**config.mk**
```make
export PLATFORM = sky130hd
export DESIGN_NAME = alu_md
export DESIGN_NICKNAME = d
export VERILOG_FILES = /design/src/rtl/alu_pkg.sv /design/src/rtl/mdu_iter.sv /design/src/rtl/alu_md.sv
export SDC_FILE = /design/constraint.sdc
export NUM_CORES = 1
export LEC_CHECK = 0
export BUFFER_PORTS_ARGS = -buffer_cell sky130_fd_sc_hd__clkbuf_2
export CORE_ASPECT_RATIO = 0.6
export CORE_MARGIN = 2
export CORE_UTILIZATION = 35
export CTS_CLUSTER_SIZE = 10
export DETAILED_ROUTE_END_ITERATION = 8
export PLACE_DENSITY = 0.62
export SYNTH_ARGS = -nofsm -noshare
export SYNTH_HDL_FRONTEND = slang
export SYNTH_SLANG_ARGS = --single-unit
```
**constraint.sdc**
```tcl
create_clock -name clk -period 3.1 [get_ports clk]
set_clock_uncertainty 0.05 [all_clocks]
set_input_delay 0.31 -clock clk [delete_from_list [all_inputs] [get_ports clk]]
set_output_delay 0.31 -clock clk [all_outputs]
set_load 0.02 [all_outputs]
```
**src/rtl/alu_pkg.sv**
```systemverilog
// rtl/alu_pkg.sv - opcodes, FSM states and default widths shared by the ALU/MDU slice
package alu_pkg;

    localparam int DEFAULT_WIDTH = 32;
    localparam int DEFAULT_OP_SZ = 4;

    typedef enum logic [3:0] {
        OP_ADD   = 4'd0,
        OP_ADDU  = 4'd1,
        OP_SUB   = 4'd2,
        OP_SUBU  = 4'd3,
        OP_AND   = 4'd4,
        OP_OR    = 4'd5,
        OP_XOR   = 4'd6,
        OP_SLTU  = 4'd7,
        OP_SLT   = 4'd8,
        OP_NOR   = 4'd9,
        OP_MULT  = 4'd10,
        OP_MULTU = 4'd11,
        OP_DIV   = 4'd12,
        OP_DIVU  = 4'd13,
        OP_MFHI  = 4'd14,
        OP_MFLO  = 4'd15
    } opcode_t;

    typedef enum logic [2:0] {
        S_IDLE,
        S_LOAD,
        S_ITER,
        S_FIX,
        S_DONE
    } state_t;

    function automatic logic is_md_op(input opcode_t o);
        return (o == OP_MULT) || (o == OP_MULTU) || (o == OP_DIV) || (o == OP_DIVU);
    endfunction

endpackage

```
**src/rtl/mdu_iter.sv**
```systemverilog
// rtl/mdu_iter.sv - one-bit-per-step unsigned shift-add multiplier / restoring divider
module mdu_iter
    import alu_pkg::*;
#(
    parameter int WIDTH = DEFAULT_WIDTH
) (
    input  logic             clk,
    input  logic             rst,
    input  logic             load,
    input  logic             step,
    input  logic             is_div,
    input  logic [WIDTH-1:0] a_mag,
    input  logic [WIDTH-1:0] b_mag,
    output logic [WIDTH-1:0] acc,
    output logic [WIDTH-1:0] sreg,
    output logic             last
);

    localparam int CW = (WIDTH > 1) ? $clog2(WIDTH) : 1;

    logic [CW-1:0]    cnt;
    logic [WIDTH-1:0] opnd;
    logic             div_mode;
    logic [WIDTH:0]   add_sum;
    logic [WIDTH:0]   rem_try;
    logic [WIDTH:0]   rem_diff;

    // Multiply keeps {acc,sreg} as the growing product shifted right;
    // divide shifts the dividend out of sreg into the partial remainder.
    always_comb begin
        add_sum  = {1'b0, acc} + {1'b0, opnd};
        rem_try  = {acc, sreg[WIDTH-1]};
        rem_diff = rem_try - {1'b0, opnd};
        last     = (cnt == CW'(WIDTH - 1));
    end

    always_ff @(posedge clk) begin
        if (rst) begin
            acc      <= '0;
            sreg     <= '0;
            opnd     <= '0;
            div_mode <= 1'b0;
            cnt      <= '0;
        end else if (load) begin
            acc      <= '0;
            sreg     <= a_mag;
            opnd     <= b_mag;
            div_mode <= is_div;
            cnt      <= '0;
        end else if (step) begin
            cnt <= cnt + 1'b1;
            if (div_mode) begin
                if (!rem_diff[WIDTH]) begin
                    acc  <= rem_diff[WIDTH-1:0];
                    sreg <= {sreg[WIDTH-2:0], 1'b1};
                end else begin
                    acc  <= rem_try[WIDTH-1:0];
                    sreg <= {sreg[WIDTH-2:0], 1'b0};
                end
            end else if (sreg[0]) begin
                {acc, sreg} <= {add_sum, sreg[WIDTH-1:1]};
            end else begin
                {acc, sreg} <= {1'b0, acc, sreg[WIDTH-1:1]};
            end
        end
    end

endmodule

```
**src/rtl/alu_md.sv**
```systemverilog
// rtl/alu_md.sv - ALU with single-cycle ops and iterative mult/div writing HI/LO
module alu_md
    import alu_pkg::*;
#(
    parameter int WIDTH = DEFAULT_WIDTH,
    parameter int OP_SZ = DEFAULT_OP_SZ
) (
    input  logic             clk,
    input  logic             rst,
    input  logic             start,
    input  logic [OP_SZ-1:0] op,
    input  logic [WIDTH-1:0] A,
    input  logic [WIDTH-1:0] B,
    output logic             busy,
    output logic             done,
    output logic [WIDTH-1:0] result,
    output logic [WIDTH-1:0] hi,
    output logic [WIDTH-1:0] lo,
    output logic             ovf,
    output logic             div_zero
);

    state_t           state;
    opcode_t          op_sel;
    logic             accept;
    logic             md_op;
    logic             div_op;
    logic             signed_op;
    logic             div_by_zero;
    logic [WIDTH-1:0] sum;
    logic [WIDTH-1:0] dif;
    logic [WIDTH-1:0] a_mag;
    logic [WIDTH-1:0] b_mag;
    logic [WIDTH-1:0] sc_result;
    logic             sc_ovf;

    logic             md_div;
    logic             neg_q;
    logic             neg_r;
    logic [WIDTH-1:0] mdu_acc;
    logic [WIDTH-1:0] mdu_sreg;
    logic             mdu_last;
    logic [2*WIDTH-1:0] prod_fix;
    logic [WIDTH-1:0] quo_fix;
    logic [WIDTH-1:0] rem_fix;

    assign op_sel      = opcode_t'(op[3:0]);
    assign accept      = start && !busy && (state == S_IDLE);
    assign md_op       = is_md_op(op_sel);
    assign div_op      = (op_sel == OP_DIV) || (op_sel == OP_DIVU);
    assign signed_op   = (op_sel == OP_MULT) || (op_sel == OP_DIV);
    assign div_by_zero = div_op && (B == '0);
    assign sum         = A + B;
    assign dif         = A - B;
    assign a_mag       = (signed_op && A[WIDTH-1]) ? -A : A;
    assign b_mag       = (signed_op && B[WIDTH-1]) ? -B : B;

    always_comb begin
        sc_result = '0;
        sc_ovf    = 1'b0;
        case (op_sel)
            OP_ADD: begin
                sc_result = sum;
                sc_ovf    = (A[WIDTH-1] == B[WIDTH-1]) && (sum[WIDTH-1] != A[WIDTH-1]);
            end
            OP_ADDU: sc_result = sum;
            OP_SUB: begin
                sc_result = dif;
                sc_ovf    = (A[WIDTH-1] != B[WIDTH-1]) && (dif[WIDTH-1] != A[WIDTH-1]);
            end
            OP_SUBU: sc_result = dif;
            OP_AND:  sc_result = A & B;
            OP_OR:   sc_result = A | B;
            OP_XOR:  sc_result = A ^ B;
            OP_SLTU: sc_result = {{(WIDTH-1){1'b0}}, (A < B)};
            OP_SLT:  sc_result = {{(WIDTH-1){1'b0}}, ($signed(A) < $signed(B))};
            OP_NOR:  sc_result = ~(A | B);
            OP_MFHI: sc_result = hi;
            OP_MFLO: sc_result = lo;
            default: sc_result = '0;
        endcase
    end

    // Operands were turned into magnitudes at accept; the sign is restored here.
    always_comb begin
        prod_fix = neg_q ? -{mdu_acc, mdu_sreg} : {mdu_acc, mdu_sreg};
        quo_fix  = neg_q ? -mdu_sreg : mdu_sreg;
        rem_fix  = neg_r ? -mdu_acc : mdu_acc;
    end

    mdu_iter #(
        .WIDTH(WIDTH)
    ) u_mdu (
        .clk   (clk),
        .rst   (rst),
        .load  (accept && md_op && !div_by_zero),
        .step  ((state == S_LOAD) || (state == S_ITER)),
        .is_div(div_op),
        .a_mag (a_mag),
        .b_mag (b_mag),
        .acc   (mdu_acc),
        .sreg  (mdu_sreg),
        .last  (mdu_last)
    );

    always_ff @(posedge clk) begin
        if (rst) begin
            state    <= S_IDLE;
            busy     <= 1'b0;
            done     <= 1'b0;
            result   <= '0;
            hi       <= '0;
            lo       <= '0;
            ovf      <= 1'b0;
            div_zero <= 1'b0;
            md_div   <= 1'b0;
            neg_q    <= 1'b0;
            neg_r    <= 1'b0;
        end else begin
            done <= 1'b0;
            case (state)
                S_IDLE: begin
                    if (accept) begin
                        busy   <= 1'b1;
                        md_div <= div_op;
                        neg_q  <= signed_op && (A[WIDTH-1] ^ B[WIDTH-1]);
                        neg_r  <= signed_op && A[WIDTH-1];
                        if (md_op && !div_by_zero) begin
                            state <= S_LOAD;
                        end else begin
                            state <= S_DONE;
                            done  <= 1'b1;
                            if (div_by_zero) begin
                                result   <= '1;
                                lo       <= '1;
                                hi       <= A;
                                ovf      <= 1'b0;
                                div_zero <= 1'b1;
                            end else begin
                                result   <= sc_result;
                                ovf      <= sc_ovf;
                                div_zero <= 1'b0;
                            end
                        end
                    end
                end
                S_LOAD: state <= S_ITER;
                S_ITER: begin
                    if (mdu_last) begin
                        state <= S_FIX;
                    end
                end
                S_FIX: begin
                    state    <= S_DONE;
                    done     <= 1'b1;
                    ovf      <= 1'b0;
                    div_zero <= 1'b0;
                    if (md_div) begin
                        lo     <= quo_fix;
                        hi     <= rem_fix;
                        result <= quo_fix;
                    end else begin
                        hi     <= prod_fix[2*WIDTH-1:WIDTH];
                        lo     <= prod_fix[WIDTH-1:0];
                        result <= prod_fix[WIDTH-1:0];
                    end
                end
                S_DONE: begin
                    busy  <= 1'b0;
                    state <= S_IDLE;
                end
                default: state <= S_IDLE;
            endcase
        end
    end

endmodule

```
==> metrics.yaml <==
status:
  status: "complete, but fails checks"
  failed_checks: "negative setup slack"
placed_design:
  post-dp-hpwl_mm: 76.00
  place_congestion: 1.048
  dp_slack_ns: -0.7702
  dpl-instance-area_um2: 26060
  port_buffers: 170
die:
  die_h_um: 190.2
  fp.coreArea_um2: 57350
  dieArea_um2: 59790
  start_util_pct: 35.27
  num_rows: 68
  pin_count: 171
  die_x_um: 314.4
logic_synthesis:
  synth_flop_cell: "dfxtp_1"
  synth_edf_count: 0
  async_flop_share_pct: 0
  avgSynthCellArea_um2: 7.284
  yosys.cell_types.count: 85
  syn_nets: 3023
  ys_warn_count: 0
  yosysSeqAreaShare_pct: 20.59
  synth_common_cells: "nor2_1 (302), a21oi_1 (273), nand2_1 (230)"
  ys_ff_latch: 208
  netlist_top_cells_area: "dfxtp_1 (21%), ha_1 (11%), a21oi_1 (6.8%)"
  synth_top_area_cell: "dfxtp_1"
  yosysMostFrequentCell: "nor2_1"
  synth_area_um2: 20230
  yosysTopAreaCellShare_pct: 20.59
  synthCells: 2777
setup_path:
  ff2ff_path_depth: 15
  critPathTopFamily: "compound AO/OA/AOI/OAI gates"
  path_class: "flop to flop"
  critPathArrivalTime_ns: 3.77
  timing.critical_path.buf_inv: 3
  worstPathMaxFanout: 6
  worstPathRequired_ns: 3.50
  reg2reg_slack_ns: -0.27
  worstSetupStartpointType: "flop"
  crit_path_max_incr_delay_ns: 0.37
  cp_num_cells: 15
  cp-end-kind: "flop"
  worstPathCellList: "inv_4, ha_4, fa_2, nand2b_4, a21oi_4, o21ai_4, o21ai_4, a21oi_4, o41ai_2, buf_4, xor2_4, buf_12, mux2_4, a2111oi_4, nor2_1"
  critPathSlowestCell: "fa_2"
layout:
  ff_latch_area_um2: 4177
  multi_input_area_um2: 15840
  fin_nets: 3631
  areaGrowthSynthToFinish_pct: 38.14
  final_area_um2: 27940
  drive_gt1_share_pct: 29.91
  fin_util_pct: 48.72
  nFillCells: 5741
routing:
  vias: 24462
  drt_iter0_drc: 3205
  wirelength_mm: 97.03
  ant_nets: 0
  drcViolationCount: 0
  first_pass_iters: 6
  routed_via_density: 5.879
  wl_per_cell_um: 23.32
cts:
  htree_levels: 1
  clk_root_buffer_cell: "clkbuf_16"
  cts_tree: "built"
  cts.sinks: 208
  cts.clk_slew.worst_paths_ns: 0.06
  cts_buffers: 25
  cts.path.max_buffers: 3
  hold_buffers: 0
  clkLatencyLatePin_ns: 0.57
sta:
  setup_viol: 35
  timing.slew.headroom_pct: 27.96
  grt_setup_unrepaired: "yes"
  worstMarginPinSlew_ns: 1.080
  fmax_mhz: 296.9
  tns_ns: -5.279
  period_needed_ns: 3.368
  hold_viol: 0
  timing.final.ws_setup_ns: -0.2681
  period_share_pct: 108.6
  finalMaxSlewViolations: 0
  whs_ns: 0.007401
flow_run:
  maxCapViolCount: 0
grt:
  grt_pass1_vias: 22102
  grt_max_degree: 86
  grt_pass1_wl_mm: 141.4
  grt_use_total_pct: 31.06
  antenna_found_initial: 3
  grt.overflow.total: 0
min_path:
  worstHoldPathType: "input pin to flop"
  hold_depth: 2
power:
  power.density_nw_per_um2: 380.1
  vdd_ir_drop_max_v: 0.0003095
  p_leak_nw: 12.23
final cells by class:
| type | instances | area share [%] |
|---|---|---|
| clock buffer | 30 | 2.342 |
| sequential | 208 | 14.95 |
| inverter | 138 | 1.863 |
| timing repair buffer | 778 | 20.65 |
| multi-input combinational | 2234 | 56.71 |
| antenna | 1 | 0.008956 |
| tap | 770 | 3.448 |
| clock inverter | 2 | 0.03582 |
repair_timing:
item                                   4_1_cts  5_1_grt
endpoints found under the hold margin        0        0
setup endpoints to repair                   63      111
cloned                                       1        0
setup buffers                                9       13
pin swaps                                   32       68
gates resized for setup                     86      148
logic make-up (layout without fill, tap and decap cells):
kind of cell	after synthesis	in the layout	synth area share (%)
AO/OA/AOI/OAI	934	934	30.72
XOR/XNOR	201	201	8.741
adder cells (fa/ha/maj)	175	175	10.97
buffers and inverters	335	948	6.402
flip-flops	208	208	20.59
multiplexers	58	58	2.889
other	0	1	0
AND/OR/NAND/NOR	866	866	19.69
power by group:
part | switching [mW] | internal (mW)
Sequential | 0.153 | 2.82
Combinational | 2.72 | 2.16
Clock | 1.30 | 1.46
registers in the layout, summed over array words and instances (netlist names), 3 cells and up:
| register | count |
|---|---|
| hi | 32 |
| lo | 32 |
| result | 32 |
| state | 3 |
| u_mdu.acc | 32 |
| u_mdu.cnt | 5 |
| u_mdu.opnd | 32 |
| u_mdu.sreg | 32 |
cells in the final DEF (no fill, tap or decap), types with 16 or more instances in the layout:
| cell type | Yosys | final |
|---|---|---|
| buf_4 | 0 | 571 |
| nor2_1 | 302 | 291 |
| a21oi_1 | 273 | 251 |
| nand2_1 | 230 | 222 |
| dfxtp_1 | 208 | 202 |
| clkbuf_2 | 1 | 168 |
| ha_1 | 171 | 162 |
| inv_1 | 137 | 134 |
| xnor2_1 | 136 | 126 |
| o21ai_0 | 154 | 120 |
| nor3_1 | 88 | 76 |
| a211oi_1 | 84 | 73 |
| xor2_1 | 64 | 63 |
| a21o_1 | 53 | 53 |
| mux2i_1 | 55 | 53 |
| nand3_1 | 53 | 52 |
| a22oi_1 | 43 | 42 |
| a221oi_1 | 40 | 37 |
| o31ai_1 | 32 | 29 |
| nand2b_1 | 29 | 28 |
| a31oi_1 | 31 | 27 |
| nor4_1 | 28 | 27 |
| nand4_1 | 25 | 25 |
| clkbuf_16 | 0 | 25 |
| nor2b_1 | 26 | 23 |
| buf_12 | 0 | 23 |
| o21a_1 | 20 | 20 |
| a21oi_2 | 0 | 18 |
| o21ai_1 | 1 | 18 |
| o21bai_1 | 18 | 16 |
path summary, 6_finish.rpt:
| path | startpoint | to |
|---|---|---|
| worst min register to register | result[15]$_SDFFE_PP0P_ | result[15]$_SDFFE_PP0P_ |
| worst min-delay path | rst | hi[29]$_SDFFE_PP0P_ |
| worst max register to register | u_mdu.sreg[31]$_SDFFE_PP0P_ | u_mdu.acc[25]$_SDFFE_PP0P_ |
| worst max-delay path | u_mdu.sreg[31]$_SDFFE_PP0P_ | u_mdu.acc[25]$_SDFFE_PP0P_ |
per-layer routing:
layer  vias to the layer above  share of wire (%)  global-route usage (%)
met5                         -              0.031                       0
met4                         4                2.2                   6.374
met3                       141                 14                   11.55
met2                      1441                 37                   39.46
met1                     11495                 47                   47.94
li1                      11381                  -                       -
worst reg2reg max path: stages, from the launching register on:
cell	delay (ns)
dfxtp_2	0.35
inv_4	0.05
ha_4	0.18
fa_2	0.37
nand2b_4	0.17
a21oi_4	0.18
o21ai_4	0.11
o21ai_4	0.24
a21oi_4	0.11
o41ai_2	0.21
buf_4	0.19
xor2_4	0.17
buf_12	0.17
mux2_4	0.32
a2111oi_4	0.34
nor2_1	0.06
stage by stage:
step                power (mW)  std cells
global route             11.03       4160
finish                   10.62       4161
detailed placement       7.269       4106
global placement         7.258       4106
CTS                      10.25       4148
floorplan                5.354       2777
Note: power is estimated with default switching activity, not from simulation.
